[src/rtl/approx_mul_8x8_seq_ctrl.sv]
// Sequencing controller for the 8x8 HA-array approximate multiplier: latches operands,
// walks the compressor's partial-product rows and accumulates them into a 16-bit product.
module approx_mul_8x8_seq_ctrl #(
  parameter bit SKIP_ZERO_ROWS = 1'b1
) (
  input  logic        clk,
  input  logic        rst,
  input  logic        in_valid,
  output logic        in_ready,
  input  logic [7:0]  x,
  input  logic [7:0]  y,
  output logic [7:0]  op_x,
  output logic [7:0]  op_y,
  input  logic [6:0]  row_b_0,
  input  logic [6:0]  row_b_1,
  input  logic [6:0]  row_b_2,
  input  logic [6:0]  row_b_3,
  input  logic [8:0]  row_t_0,
  input  logic [8:0]  row_t_1,
  input  logic [8:0]  row_t_2,
  input  logic [8:0]  row_t_3,
  output logic [1:0]  row_sel,
  output logic        busy,
  output logic        out_valid,
  input  logic        out_ready,
  output logic [15:0] p
);

  localparam logic [1:0] ST_IDLE = 2'd0;
  localparam logic [1:0] ST_ACC  = 2'd1;
  localparam logic [1:0] ST_DONE = 2'd2;

  logic [1:0]  r_state;
  logic [7:0]  r_op_x;
  logic [7:0]  r_op_y;
  logic [15:0] r_acc;
  logic [3:0]  r_mask;
  logic [1:0]  r_row_sel;

  logic [3:0]  w_mask_in;
  logic [3:0]  w_mask_rem;
  logic [8:0]  w_row_t;
  logic [6:0]  w_row_b;
  logic [9:0]  w_row_val;
  logic [15:0] w_row_shifted;

  function automatic logic [1:0] lowest_set(input logic [3:0] m);
    if (m[0])      return 2'd0;
    else if (m[1]) return 2'd1;
    else if (m[2]) return 2'd2;
    else           return 2'd3;
  endfunction

  always_comb begin
    w_mask_in = 4'b1111;
    if (SKIP_ZERO_ROWS) begin
      for (int k = 0; k < 4; k++) begin
        w_mask_in[k] = |x[2*k +: 2];
      end
    end
  end

  always_comb begin
    w_row_t = row_t_0;
    w_row_b = row_b_0;
    unique case (r_row_sel)
      2'd0: begin w_row_t = row_t_0; w_row_b = row_b_0; end
      2'd1: begin w_row_t = row_t_1; w_row_b = row_b_1; end
      2'd2: begin w_row_t = row_t_2; w_row_b = row_b_2; end
      2'd3: begin w_row_t = row_t_3; w_row_b = row_b_3; end
      default: ;
    endcase
  end

  // Row k carries weight 4^k; a 10-bit row shifted by at most 6 still fits in 16 bits.
  assign w_row_val     = {1'b0, w_row_t} + {2'b00, w_row_b, 1'b0};
  assign w_row_shifted = {6'd0, w_row_val} << {r_row_sel, 1'b0};
  assign w_mask_rem    = r_mask & ~(4'b0001 << r_row_sel);

  always_ff @(posedge clk) begin
    if (rst) begin
      r_state   <= ST_IDLE;
      r_op_x    <= 8'd0;
      r_op_y    <= 8'd0;
      r_acc     <= 16'd0;
      r_mask    <= 4'd0;
      r_row_sel <= 2'd0;
    end else begin
      case (r_state)
        ST_IDLE: begin
          if (in_valid) begin
            r_op_x <= x;
            r_op_y <= y;
            r_acc  <= 16'd0;
            r_mask <= w_mask_in;
            if (w_mask_in == 4'd0) begin
              r_state <= ST_DONE;
            end else begin
              r_row_sel <= lowest_set(w_mask_in);
              r_state   <= ST_ACC;
            end
          end
        end
        ST_ACC: begin
          r_acc  <= r_acc + w_row_shifted;
          r_mask <= w_mask_rem;
          if (w_mask_rem != 4'd0) begin
            r_row_sel <= lowest_set(w_mask_rem);
          end else begin
            r_state <= ST_DONE;
          end
        end
        ST_DONE: begin
          if (out_ready) begin
            r_state <= ST_IDLE;
          end
        end
        default: r_state <= ST_IDLE;
      endcase
    end
  end

  assign in_ready  = (r_state == ST_IDLE);
  assign busy      = (r_state == ST_ACC) || (r_state == ST_DONE);
  assign out_valid = (r_state == ST_DONE);
  assign p         = r_acc;
  assign op_x      = r_op_x;
  assign op_y      = r_op_y;
  assign row_sel   = r_row_sel;

endmodule

[config.mk]
export PLATFORM = sky130hd
export DESIGN_NAME = approx_mul_8x8_seq_ctrl
export DESIGN_NICKNAME = d
export VERILOG_FILES = /design/src/rtl/approx_mul_8x8_seq_ctrl.sv
export SDC_FILE = /design/constraint.sdc
export NUM_CORES = 1
export LEC_CHECK = 0
export BUFFER_PORTS_ARGS = -buffer_cell sky130_fd_sc_hd__buf_2
export CORE_AREA = 10 10 101 103
export CTS_CLUSTER_SIZE = 16
export DETAILED_ROUTE_END_ITERATION = 6
export DIE_AREA = 0 0 111 113
export GPL_TIMING_DRIVEN = 0
export MAX_ROUTING_LAYER = met4
export PLACE_DENSITY = 0.68
export SETUP_SLACK_MARGIN = 0.05
export SKIP_LAST_GASP = 1
export SLEW_MARGIN = 15
export SYNTH_ARGS = -nofsm -noshare
export SYNTH_HDL_FRONTEND = slang
export SYNTH_SLANG_ARGS = --single-unit
export TNS_END_PERCENT = 100
[constraint.sdc]
create_clock -name clk -period 12.41 [get_ports clk]
set_input_delay 0 -clock clk [delete_from_list [all_inputs] [get_ports clk]]
set_output_delay 0 -clock clk [all_outputs]
set_load 0.1 [all_outputs]
==> impl_metrics.toml, run 1 <==
[routing]
wl_per_cell_um = 16.2
via_per_inst = 5.36
drt-initial-drc-count = 205
ant_nets = 0
post-route-drc-count = 0
totalWireLength_mm = 10.3
first_pass_iters = 4
num_vias = 3433

[worst_setup_path]
worstSetupStartpointType = "flop"
worst_setup_path_end_kind = "flop"
startpoint = "row_sel[0]"
path_class = "reg2reg"
r2r-start = "row_sel[0]"
cp.required_ps = 12600
path_max_fanout = 10
cp.arrival_ps = 5320

[sta]
fin_skew_ps = 5.96
tns_ps = 0
rsz0062_at_grt = "no"
relSlewSlack = 0.269
hold_viol_final = 0
slew_violations = 0
setup_violations = 0
tightestPinTransition_ps = 1090
finalCritPeriodShare = 0.413
holdWs_ps = 76.0
fmax_mhz = 195
final.min_clock_period_ps = 5120

[flow_run]
max_cap_viol_count = 0

[clock_tree]
clockBufferDepth = 2
htreeDepth = 2
post_cts_resize_count = 0
cts_root_buf = "clkbuf_8"
clkTransAtPathRegs_ps = 90
clock_latency_ps = 300
cts_buffers = 5
cts_tree = "done"
cts.sinks = 40

[synthesis]
ys_seq_area_frac = 0.250
avgSynthCellArea_um2 = 8.17
post_synth_num_cell_types = 47
synth_top_cell_by_area = "dfxtp_1"
syn_inst = 392
yosys.area.top_type_share = 0.250
synthTopCellsByArea = "dfxtp_1, mux4_2, ha_1"
syn_area_um2 = 3200
syn-num-nets = 503
yosys_warnings = 0
synth_seq_cells = 40

[die]
start_util = 0.394
core_area_um2 = 8130
die-area_um2 = 12500
rows = 33
dieWidth_um = 111
die_h_um = 113
ios = 121

[global_routing]
track_usage = 0.160
grt_pass1_wl_mm = 16.8
grt.overflow.total = 0
antenna_found_initial = 0
grt_max_degree = 14
grt_pass1_vias = 3392

[place]
portBuffers = 119
hpwl_mm = 8.20
routabilityCongestion = 0.861
place_inst = 616

[min_path]
hold_start = "rst"
hold_path.class = "in2reg"

[final_layout]
nets = 645
drive_gt1_frac = 0.282
instances_no_fill = 640
fillCellCount = 823
post-route-util = 0.522
area_delta_synth_final_pct = 32.7
antennaDiodeCount = 0

[status]
status = "finished clean"
==> sequential cells by signal, indices dropped and copies added (netlist names) <==
signal / cells
op_y: 8
row_sel: 2
p: 16
op_x: 8
r_mask: 4
r_state: 2
==> area by class of cell <==
type                            instances  area [um^2]  area share
Buffer                                 18         71.3      0.0168
Clock buffer                            5         68.8      0.0162
Clock inverter                          3         90.1      0.0212
Inverter                               12         45.0      0.0106
Multi-Input combinational cell        322         2290       0.538
Sequential cell                        40          801       0.188
Tap cell                              105          131      0.0309
Timing Repair Buffer                  135          756       0.178
==> per-stage QoR <==
step | area, um^2 | setup slack, ps
floorplan | 3200 | 7320
global placement | 3930 | 7430
detailed placement | 3930 | 7370
CTS | 4250 | 7330
global route | 4250 | 6960
finish | 4250 | 7290
==> layout by cell type (no fill, tap or decap), types with 12 or more instances in the layout <==
master	count
buf_2	122
nor2_1	39
o21ai_0	23
dfxtp_1	40
dlygate4sd3_1	16
mux4_2	15
ha_1	25
inv_1	12
nand2_1	56
a21oi_1	43
==> synthesized netlist by cell type, drive strengths merged <==
cell type	count
a22oi	8
o31ai	2
o211ai	2
o22ai	2
o21bai	3
mux4	16
xor2	11
xnor2	8
nor2	39
and2	6
o21ai	23
nor2b	8
a32o	1
mux2	2
fa	2
nor4	5
mux2i	7
o21a	7
a311oi	1
nand2	57
nor3b	2
o221ai	2
nor3	8
nand2b	5
clkbuf	11
a21o	5
a21oi	44
a31o	1
o221a	1
o31a	2
ha	25
nand3	2
a32oi	2
a221o	1
a31oi	4
and3	2
inv	12
a211oi	1
dfxtp	40
nand4	1
or3	4
buf	7
==> routing by layer <==
metal	wire, um	up-vias	global-route usage
li1	-	1715	-
met1	4570	1605	0.194
met2	5140	108	0.278
met3	597	5	0.0343
met4	42	0	0.0156
met5	0	-	-
==> logic make-up after synthesis <==
logic type | count (synthesis) | synth area share
DFF | 40 | 0.250
buffers and inverters | 30 | 0.0363
AOI/OAI and AO/OA | 112 | 0.215
adders and majority gates | 27 | 0.110
muxes | 25 | 0.143
and+or+nand+nor | 139 | 0.194
xor gates and xnor gates | 19 | 0.0520
==> critical path, cell delays in order (launching register included) <==
cell	delay (ps)
dfxtp_1	500
buf_2	310
buf_1	480
mux4_2	420
ha_1	320
a21o_1	190
a21oi_1	270
xnor2_1	200
mux2_2	300
o21ai_0	210
ha_1	330
a21oi_2	190
nand2_2	80
o21a_1	210
o31a_1	270
o21a_1	180
or3_1	310
a32o_1	250
==> path summary, 6_finish.rpt <==
kind	to	slack (ps)	cells after the start
setup / recovery	p[9]	7290	17
hold / removal	r_mask[0]	80	2
setup reg to reg	p[9]	7290	17
hold reg to reg	op_x[2]	450	2
==> repair_timing <==
action | CTS | global route
hold buffers | 16 | 0
endpoints found under the hold margin | 16 | 0
setup buffers | 0 | 0
Power of run 1 is not shown: default switching activity piles up to over one toggle a cycle in this logic, so the estimate is an artifact.
==> run 2: changes to the inputs <==
ABC_AREA = 1   (was default)
CORE_AREA = 10 10 103 105   (was 10 10 101 103)
DIE_AREA = 0 0 113 115   (was 0 0 111 113)
PLACE_DENSITY = 0.7   (was 0.68)
clock period = 4.63 ns   (was 12.41 ns; I/O delays follow)
==> impl_metrics.toml, run 2 <==
[status]
status = "finished clean"

[place]
hpwl_mm = 9.46
portBuffers = 119
routabilityCongestion = 0.915

[worst_setup_path]
worst_setup_path_end_kind = "flop"
max_stage_delay_ps = 380
path_class = "reg2reg"
reg2reg_depth = 25
worstSetupStartpointType = "flop"
r2r_end = "p[9]"
cp.arrival_ps = 4390
startpoint = "row_sel[1]"
path_max_fanout = 10
crit_path_top_delay_cell = "ha_1"
path_common_cell = "nand2_1"
cp.required_ps = 4810
r2r-start = "row_sel[1]"
reg2reg_slack_ps = 420

[clock_tree]
cts_tree = "done"
clock_latency_ps = 310
htreeDepth = 2
clkTransAtPathRegs_ps = 90
cts_root_buf = "clkbuf_8"
cts.sinks = 40
clockBufferDepth = 2
cts_buffers = 5

[routing]
post-route-drc-count = 0
drt-initial-drc-count = 257
via_per_inst = 5.08
ant_nets = 0
first_pass_iters = 5
wl_per_cell_um = 14.9
num_vias = 3972
totalWireLength_mm = 11.7

[final_layout]
drive_gt1_frac = 0.251
antennaDiodeCount = 0
final_common_cell = "nand2_1"
fillCellCount = 889
final_cell_mix = "nand2_1, buf_2, nor2_1"
area_delta_synth_final_pct = 30.6
nets = 784
largest_reg_flops = 16

[sta]
final.min_clock_period_ps = 4210
hold_viol_final = 0
rsz0062_at_grt = "no"
tightestPinTransition_ps = 520
fmax_mhz = 237
slew_violations = 0
finalCritPeriodShare = 0.910
tns_ps = 0
fin_skew_ps = 9.68
setup_violations = 0
holdWs_ps = 38.0
relSlewSlack = 0.653

[synthesis]
syn_area_um2 = 3380
syn-num-nets = 641
post_synth_num_cell_types = 43
yosys.area.top_type_share = 0.237
synth_seq_cells = 40
yosys_warnings = 0
synth_edf_count = 0
synthTopCellsByArea = "dfxtp_1, nand2_1, ha_1"
syn_inst = 530
synth_top_cells_by_count = "nand2_1, nor2_1, o21ai_0, inv_1"
synth_top_cell_by_area = "dfxtp_1"
ys_async_sr_fraction = 0
avgSynthCellArea_um2 = 6.38
ys_seq_area_frac = 0.237
synthFlopType = "dfxtp_1"
synth_most_common_cell = "nand2_1"

[die]
rows = 34
ios = 121
dieWidth_um = 113
core_area_um2 = 8550
start_util = 0.396
die_h_um = 115
die-area_um2 = 13000

[global_routing]
track_usage = 0.179
antenna_found_initial = 0
grt_max_degree = 15
grt.overflow.total = 0
grt_pass1_wl_mm = 19.0
grt_pass1_vias = 3950

[min_path]
holdPathStages = 2
hold_start = "rst"
hold_path.class = "in2reg"
holdPathEnd = "p[15]"

[flow_run]
max_cap_viol_count = 0
[run 2: cell count changes in the layout (fill, tap and decap cells not counted), moves of 15 or more]
cell / previous run / this run
inv_1: 12 / 55
mux4_2: 15 / 0
nand2_1: 56 / 126
nand3_1: 2 / 20
nor2_1: 39 / 58
o21ai_0: 23 / 57
[run 2: routing by layer]
metal,wire [um],vias up,GRT usage
li1,-,2049,-
met1,5390,1784,0.213
met2,5440,127,0.305
met3,760,12,0.0380
met4,94,0,0.0364
met5,0,-,-
[run 2: layout make-up]
| cell class | instances | area, um^2 | share of cell area |
|---|---|---|---|
| flip-flops and latches | 40 | 801 | 0.181 |
| repair buffers | 136 | 763 | 0.173 |
| multi-input cells | 405 | 2250 | 0.509 |
| well taps | 108 | 135 | 0.0306 |
| clock inverters | 3 | 46.3 | 0.0105 |
| inverters | 65 | 251 | 0.0569 |
| plain buffers | 20 | 105 | 0.0238 |
| clock buffers | 5 | 68.8 | 0.0156 |
[run 2: worst max-delay path, delay by kind of cell (launching register included)]
family	cells	cell delay (ps)
buffers and inverters	5	580
adder cells (fa/ha/maj)	2	740
flip-flops	1	320
AND/OR/NAND/NOR	7	840
XOR/XNOR	1	230
AO/OA/AOI/OAI	10	1390
[run 2: kinds of logic (layout without fill, tap and decap cells)]
group / Yosys count / count (layout) / share of synthesized area
adders and majority gates: 27 / 27 / 0.104
buffers and inverters: 85 / 229 / 0.104
DFF: 40 / 40 / 0.237
AOI/OAI and AO/OA: 145 / 145 / 0.249
and+or+nand+nor: 227 / 227 / 0.290
xor gates and xnor gates: 6 / 6 / 0.0155
[run 2: how the worst max path moves through the flow]
stage,end,slack [ps],cells past startpoint
after floorplan,p[9],290,24
final,p[9],420,25
after global placement,p[15],370,25
after global routing,p[15],80,26
after CTS,p[15],270,25
after detailed placement,p[15],300,25
[run 2: per-stage QoR]
| step | setup slack, ps | instance area (um^2) | utilization | instances |
|---|---|---|---|---|
| after floorplan | 295 | 3380 | - | 530 |
| after global placement | 373 | 4110 | 0.481 | 757 |
| after detailed placement | 303 | 4110 | 0.481 | 757 |
| after CTS | 268 | 4390 | 0.513 | 781 |
| after global routing | 83.8 | 4420 | 0.517 | 782 |
| final | 418 | 4420 | 0.517 | 782 |
[run 2: repair_timing]
| action | CTS | global route |
|---|---|---|
| hold buffers | 16 | 0 |
| gates resized for setup | 0 | 12 |
| setup endpoints to repair | 0 | 7 |
| hold endpoints to repair | 16 | 0 |
| setup buffers | 0 | 1 |
Power of run 2 is left out for the same reason.
